`src/rtl/deadlock_mon_pkg.sv`:
```
// ============================================================================
// deadlock_mon_pkg : shared types and helpers for the kernel deadlock monitor
// Revision: 1.0
// ============================================================================
`default_nettype none

package deadlock_mon_pkg;

  typedef enum logic [1:0] {
    ST_IDLE    = 2'd0,
    ST_WATCH   = 2'd1,
    ST_BLOCKED = 2'd2
  } dd_state_t;

  // Index width that leaves room for an all-ones "no bit set" code.
  function automatic int idx_width(input int n);
    return $clog2(n) + 1;
  endfunction

  function automatic logic [31:0] idx_none(input int w);
    return (32'd1 << w) - 32'd1;
  endfunction

endpackage

`default_nettype wire

```
`src/rtl/prio_enc_lsb.sv`:
```
// ============================================================================
// prio_enc_lsb : lowest-set-bit priority encoder with valid flag
// Revision: 1.0
// ============================================================================
`default_nettype none

module prio_enc_lsb
  import deadlock_mon_pkg::*;
#(
  parameter int WIDTH = 3,
  parameter int IDX_W = idx_width(WIDTH)
) (
  input  logic [WIDTH-1:0] vec,
  output logic [IDX_W-1:0] idx,
  output logic             valid
);

  localparam logic [IDX_W-1:0] C_IDX_NONE = IDX_W'(idx_none(IDX_W));

  // Scanning downward lets the lowest set bit win.
  always_comb begin
    idx   = C_IDX_NONE;
    valid = 1'b0;
    for (int i = WIDTH - 1; i >= 0; i--) begin
      if (vec[i]) begin
        idx   = IDX_W'(i);
        valid = 1'b1;
      end
    end
  end

endmodule

`default_nettype wire

```
`src/rtl/kernel_deadlock_detector.sv`:
```
// ============================================================================
// kernel_deadlock_detector : sticky per-kernel stall detector with port snapshot
// Revision: 1.0
// ============================================================================
`default_nettype none

module kernel_deadlock_detector
  import deadlock_mon_pkg::*;
#(
  parameter int NUM_AXIS    = 3,
  parameter int NUM_INST    = 3,
  parameter int NUM_BLK     = 1,
  parameter int HOLD_CYCLES = 16,
  parameter int CNT_W       = 16
) (
  input  logic                      clock,
  input  logic                      reset,
  input  logic [NUM_AXIS-1:0]       axis_block_sigs,
  input  logic [NUM_INST-1:0]       inst_idle_sigs,
  input  logic [NUM_BLK-1:0]        inst_block_sigs,
  input  logic                      clear,
  output logic                      block,
  output logic                      block_pulse,
  output logic [NUM_AXIS-1:0]       axis_snapshot,
  output logic [$clog2(NUM_AXIS):0] first_axis_idx,
  output logic [CNT_W-1:0]          stall_cycles
);

  localparam int               IDX_W      = $clog2(NUM_AXIS) + 1;
  localparam logic [IDX_W-1:0] C_IDX_NONE = IDX_W'(idx_none(IDX_W));
  localparam logic [CNT_W-1:0] C_CNT_ONE  = CNT_W'(1);
  localparam logic [CNT_W-1:0] C_HOLD_M1  = CNT_W'(HOLD_CYCLES - 1);
  localparam logic [CNT_W-1:0] C_CNT_MAX  = {CNT_W{1'b1}};

  logic [NUM_AXIS-1:0] r_axis_q;
  logic [NUM_AXIS-1:0] r_axis_prev;
  logic [NUM_INST-1:0] r_idle_q;
  logic [NUM_INST-1:0] r_idle_prev;
  logic [NUM_BLK-1:0]  r_blk_q;
  dd_state_t           r_state;

  logic                w_any_blk;
  logic                w_progress;
  logic                w_stall;
  logic [IDX_W-1:0]    w_enc_idx;
  logic                w_enc_valid;

  assign w_any_blk  = (|r_axis_q) | (|r_blk_q);
  assign w_progress = (r_axis_q != r_axis_prev) || (r_idle_q != r_idle_prev);
  assign w_stall    = w_any_blk & ~w_progress;

  prio_enc_lsb #(
    .WIDTH (NUM_AXIS),
    .IDX_W (IDX_W)
  ) u_enc (
    .vec   (r_axis_q),
    .idx   (w_enc_idx),
    .valid (w_enc_valid)
  );

  always_ff @(posedge clock) begin
    if (reset) begin
      r_axis_q       <= '0;
      r_axis_prev    <= '0;
      r_idle_q       <= '0;
      r_idle_prev    <= '0;
      r_blk_q        <= '0;
      r_state        <= ST_IDLE;
      stall_cycles   <= '0;
      block          <= 1'b0;
      block_pulse    <= 1'b0;
      axis_snapshot  <= '0;
      first_axis_idx <= C_IDX_NONE;
    end else begin
      r_axis_q    <= axis_block_sigs;
      r_axis_prev <= r_axis_q;
      r_idle_q    <= inst_idle_sigs;
      r_idle_prev <= r_idle_q;
      r_blk_q     <= inst_block_sigs;
      block_pulse <= 1'b0;

      // Clear outranks everything, including a same-cycle detection.
      if (clear) begin
        r_state        <= ST_IDLE;
        stall_cycles   <= '0;
        block          <= 1'b0;
        axis_snapshot  <= '0;
        first_axis_idx <= C_IDX_NONE;
      end else begin
        case (r_state)
          ST_IDLE: begin
            if (w_stall) begin
              r_state      <= ST_WATCH;
              stall_cycles <= C_CNT_ONE;
            end else begin
              stall_cycles <= '0;
            end
          end
          ST_WATCH: begin
            if (w_stall) begin
              stall_cycles <= stall_cycles + C_CNT_ONE;
              if (stall_cycles == C_HOLD_M1) begin
                r_state        <= ST_BLOCKED;
                block          <= 1'b1;
                block_pulse    <= 1'b1;
                axis_snapshot  <= r_axis_q;
                first_axis_idx <= w_enc_valid ? w_enc_idx : C_IDX_NONE;
              end
            end else begin
              r_state      <= ST_IDLE;
              stall_cycles <= '0;
            end
          end
          ST_BLOCKED: begin
            if (w_stall) begin
              if (stall_cycles != C_CNT_MAX) begin
                stall_cycles <= stall_cycles + C_CNT_ONE;
              end
            end else begin
              stall_cycles <= '0;
            end
          end
          default: begin
            r_state      <= ST_IDLE;
            stall_cycles <= '0;
          end
        endcase
      end
    end
  end

endmodule

`default_nettype wire

```
`config.mk`:
```
export PLATFORM = sky130hd
export DESIGN_NAME = kernel_deadlock_detector
export DESIGN_NICKNAME = d
export VERILOG_FILES = /design/src/rtl/deadlock_mon_pkg.sv /design/src/rtl/prio_enc_lsb.sv /design/src/rtl/kernel_deadlock_detector.sv
export SDC_FILE = /design/constraint.sdc
export NUM_CORES = 1
export LEC_CHECK = 0
export ABC_AREA = 1
export CAP_MARGIN = 20
export CELL_PAD_IN_SITES_DETAIL_PLACEMENT = 1
export CELL_PAD_IN_SITES_GLOBAL_PLACEMENT = 1
export CORE_MARGIN = 2
export CORE_UTILIZATION = 33
export DETAILED_ROUTE_END_ITERATION = 8
export GPL_ROUTABILITY_DRIVEN = 0
export PLACE_DENSITY = 0.7
export SLEW_MARGIN = 20
export SYNTH_ARGS = -nofsm -noshare
export SYNTH_HDL_FRONTEND = slang
export SYNTH_SLANG_ARGS = --single-unit
```
`constraint.sdc`:
```
create_clock -name clock -period 1.5 [get_ports clock]
set_input_delay 0.3 -clock clock [delete_from_list [all_inputs] [get_ports clock]]
set_output_delay 0.3 -clock clock [all_outputs]
set_load 0.02 [all_outputs]
```
==> impl_metrics.ini <==
[synthesis]
netlist.area_leader.share = 0.396
synth_largest_area_cell = dfxtp_1
yosysMostFrequentCell = nand2_1
ys_async_sr_fraction = 0
synth-xor-area-share = 0.0133
synthMuxAreaShare = 0
syn_nets = 299
synth_area_leaders = dfxtp_1, nand2_1, inv_1
synth_enable_flop_cells = 0
avgSynthCellArea_um2 = 6.94
synth_ff_type = dfxtp_1
synth_fa_ha_area_frac = 0.0317
syn_inst = 284
synth-simple-area-share = 0.377
syn_area_um2 = 1970
yosysWarningCount = 0
synth-compound-area-share = 0.0635
ys_ff_latch = 39
synth_top_family_by_area = simple AND/OR/NAND/NOR gates
synth_seq_area_share = 0.396
yosys-top-cells-count = nand2_1, inv_1, nor2_1
synth_cell_types = 30

[critical_path]
crit_path_end_kind = flop
crit_arrival_ps = 1860
worstPathRequired_ps = 1670
worstPathMaxFanout = 5
startpoint_type = flop
crit_type = reg2reg

[power_and_ir_drop]
power.net_switching_mw = 0.540
seqPwrFrac = 0.523
p_comb_frac = 0.130
p_sw_frac = 0.265
vdd_ir_drop_max_mv = 0.504
finalPower_mw = 2.04
p_leak_nw = 1.57
p_per_area_nw_per_um2 = 626
internal_power_mw = 1.50
clockPowerShare = 0.348

[cts]
hold_buffers = 0
clock_latency_ps = 300
clkSinkCount = 39
root_buffer = clkbuf_8
h-tree-depth = 2
cts_buffers = 5
clkTransAtPathRegs_ps = 80
cts_tree = done
cts_max_path_buffers = 2

[timing]
fin_crit_ps = 1690
slew_violations = 0
setup_viol = 24
finClkSkew_ps = 7.61
max_freq_ghz = 0.591
timing.final.ws_setup_ps = -192
final.setup.tns_ps = -1920
rsz0062_at_grt = true
max_slew.worst_pin.slew_ps = 317
fin_crit_sh = 1.13
slew_headroom = 0.786
final_hold_viol_count = 0

[routing]
drt-pass1-iter-count = 4
ant_nets = 0
drt_wl_total_um = 7210
drc = 0
wl_per_cell_um = 15.5
vias = 2195
vias_per_cell = 4.72
drt_iter0_drc = 93

[status]
status = complete, but fails checks
failed_checks = negative setup slack

[placement]
dpl.hpwl_um = 4690
dp_cells = 441
io_buffers = 33
place_area_um2 = 2820

[layout]
post-route-util = 0.556
fin_area_um2 = 3250
num_antenna_cells = 0
layout.nets = 404
stdcell_count = 465
syn_to_final_growth_pct = 65.0
layout-drive-gt1-share = 0.382

[die]
fp.dieH_um = 81.3
ios = 34
core_area_um2 = 5850
die_x_um = 81.3
rows = 28
dieArea_um2 = 6610
start_util = 0.337

[job]
drv_cap = 0

[global_route]
grt_antenna_before_repair = 0
grt_pass1_wl_um = 11200
grt_pass1_vias = 2301
grt_max_degree = 14
grt_use_total = 0.230
overflow = 0

[min_path]
hp-class = reg2reg
## path summary, 6_finish.rpt
path	startpoint	endpoint	slack, ps	depth (start not counted)
setup reg to reg	r_idle_q[2]	axis_snapshot[0]	-190	8
hold / removal	r_idle_q[2]	r_idle_prev[2]	460	2
hold reg to reg	r_idle_q[2]	r_idle_prev[2]	460	2
setup / recovery	r_idle_q[2]	axis_snapshot[0]	-190	8
## state kept, by name (all words and copies together), names as in the netlist
signal          cells
axis_snapshot       3
r_idle_q            3
r_state             2
block               1
r_idle_prev         3
r_axis_q            3
block_pulse         1
first_axis_idx      3
r_blk_q             1
r_axis_prev         3
stall_cycles       16
## power by group through the flow
stage / logic [mW] / registers [mW] / clock network, mW
2_1_floorplan: 0.0972 / 1.09 / 0
3_3_place_gp: 0.188 / 1.08 / 0
3_5_place_dp: 0.194 / 1.09 / 0
4_1_cts: 0.246 / 1.06 / 0.730
5_1_grt: 0.284 / 1.07 / 0.781
6_report: 0.264 / 1.06 / 0.708
## final cells by class
cell class / count / area [um^2]
clock buffer: 5 / 68.8
sequential: 39 / 806
clock inverter: 3 / 15.0
tap: 75 / 93.8
timing repair buffer: 100 / 857
inverter: 54 / 203
fill: 745 / 2600
multi-input combinational: 189 / 1210
## placed cells by master, fill, tap and decap left out, types with 4 or more instances in the layout
cell	Yosys	final
buf_6	2	11
dfxtp_2	0	11
nor2_1	43	37
nand2_1	69	60
a21oi_2	0	5
inv_2	3	10
nand2_2	1	7
dlygate4sd2_1	0	24
clkdlybuf4s50_1	0	9
nand2_4	1	4
a21oi_1	9	4
inv_1	51	44
clkbuf_8	0	5
dfxtp_1	39	25
nand3_2	3	5
buf_4	0	55
nor2_4	2	7
nand3_1	15	10
o21ai_1	5	6
nand4_1	9	9
nand3_4	1	6
o21ai_2	0	6
## worst max-delay path: stages (launching register included)
cell,delay (ps)
dfxtp_2,340
xnor2_2,200
nand3_2,150
buf_6,160
nor2_8,110
buf_6,130
nand3_4,110
o21ai_0,310
a21oi_2,70
## what timing repair did
action,in CTS,in global routing
endpoints found under the setup margin,50,28
gates resized for setup,71,31
buffers inserted,12,2
pin swaps,19,14
gates cloned,2,0
## metrics by stage
step | hold slack [ps] | setup slack [ps]
floorplan | 371 | -100
detailed placement | 438 | -233
global placement | 427 | -156
finish | 457 | -192
global route | 489 | -269
CTS | 449 | -90.8
## metal layers
| layer | part of all wire | vias to the layer above | GRT usage |
|---|---|---|---|
| li1 | - | 1091 | - |
| met1 | 0.39 | 1043 | 0.250 |
| met2 | 0.56 | 45 | 0.432 |
| met3 | 0.026 | 16 | 0.0378 |
| met4 | 0.026 | 0 | 0.0983 |
| met5 | 0 | - | 0 |
## cells by family (layout without fill, tap and decap cells)
| group | Yosys count | in the layout |
|---|---|---|
| flops | 39 | 39 |
| compound gates | 24 | 24 |
| simple gates | 155 | 157 |
| fa+ha+maj | 5 | 5 |
| xor+xnor | 3 | 3 |
| buf+inv | 58 | 162 |
(Power assumes the default switching activity.)
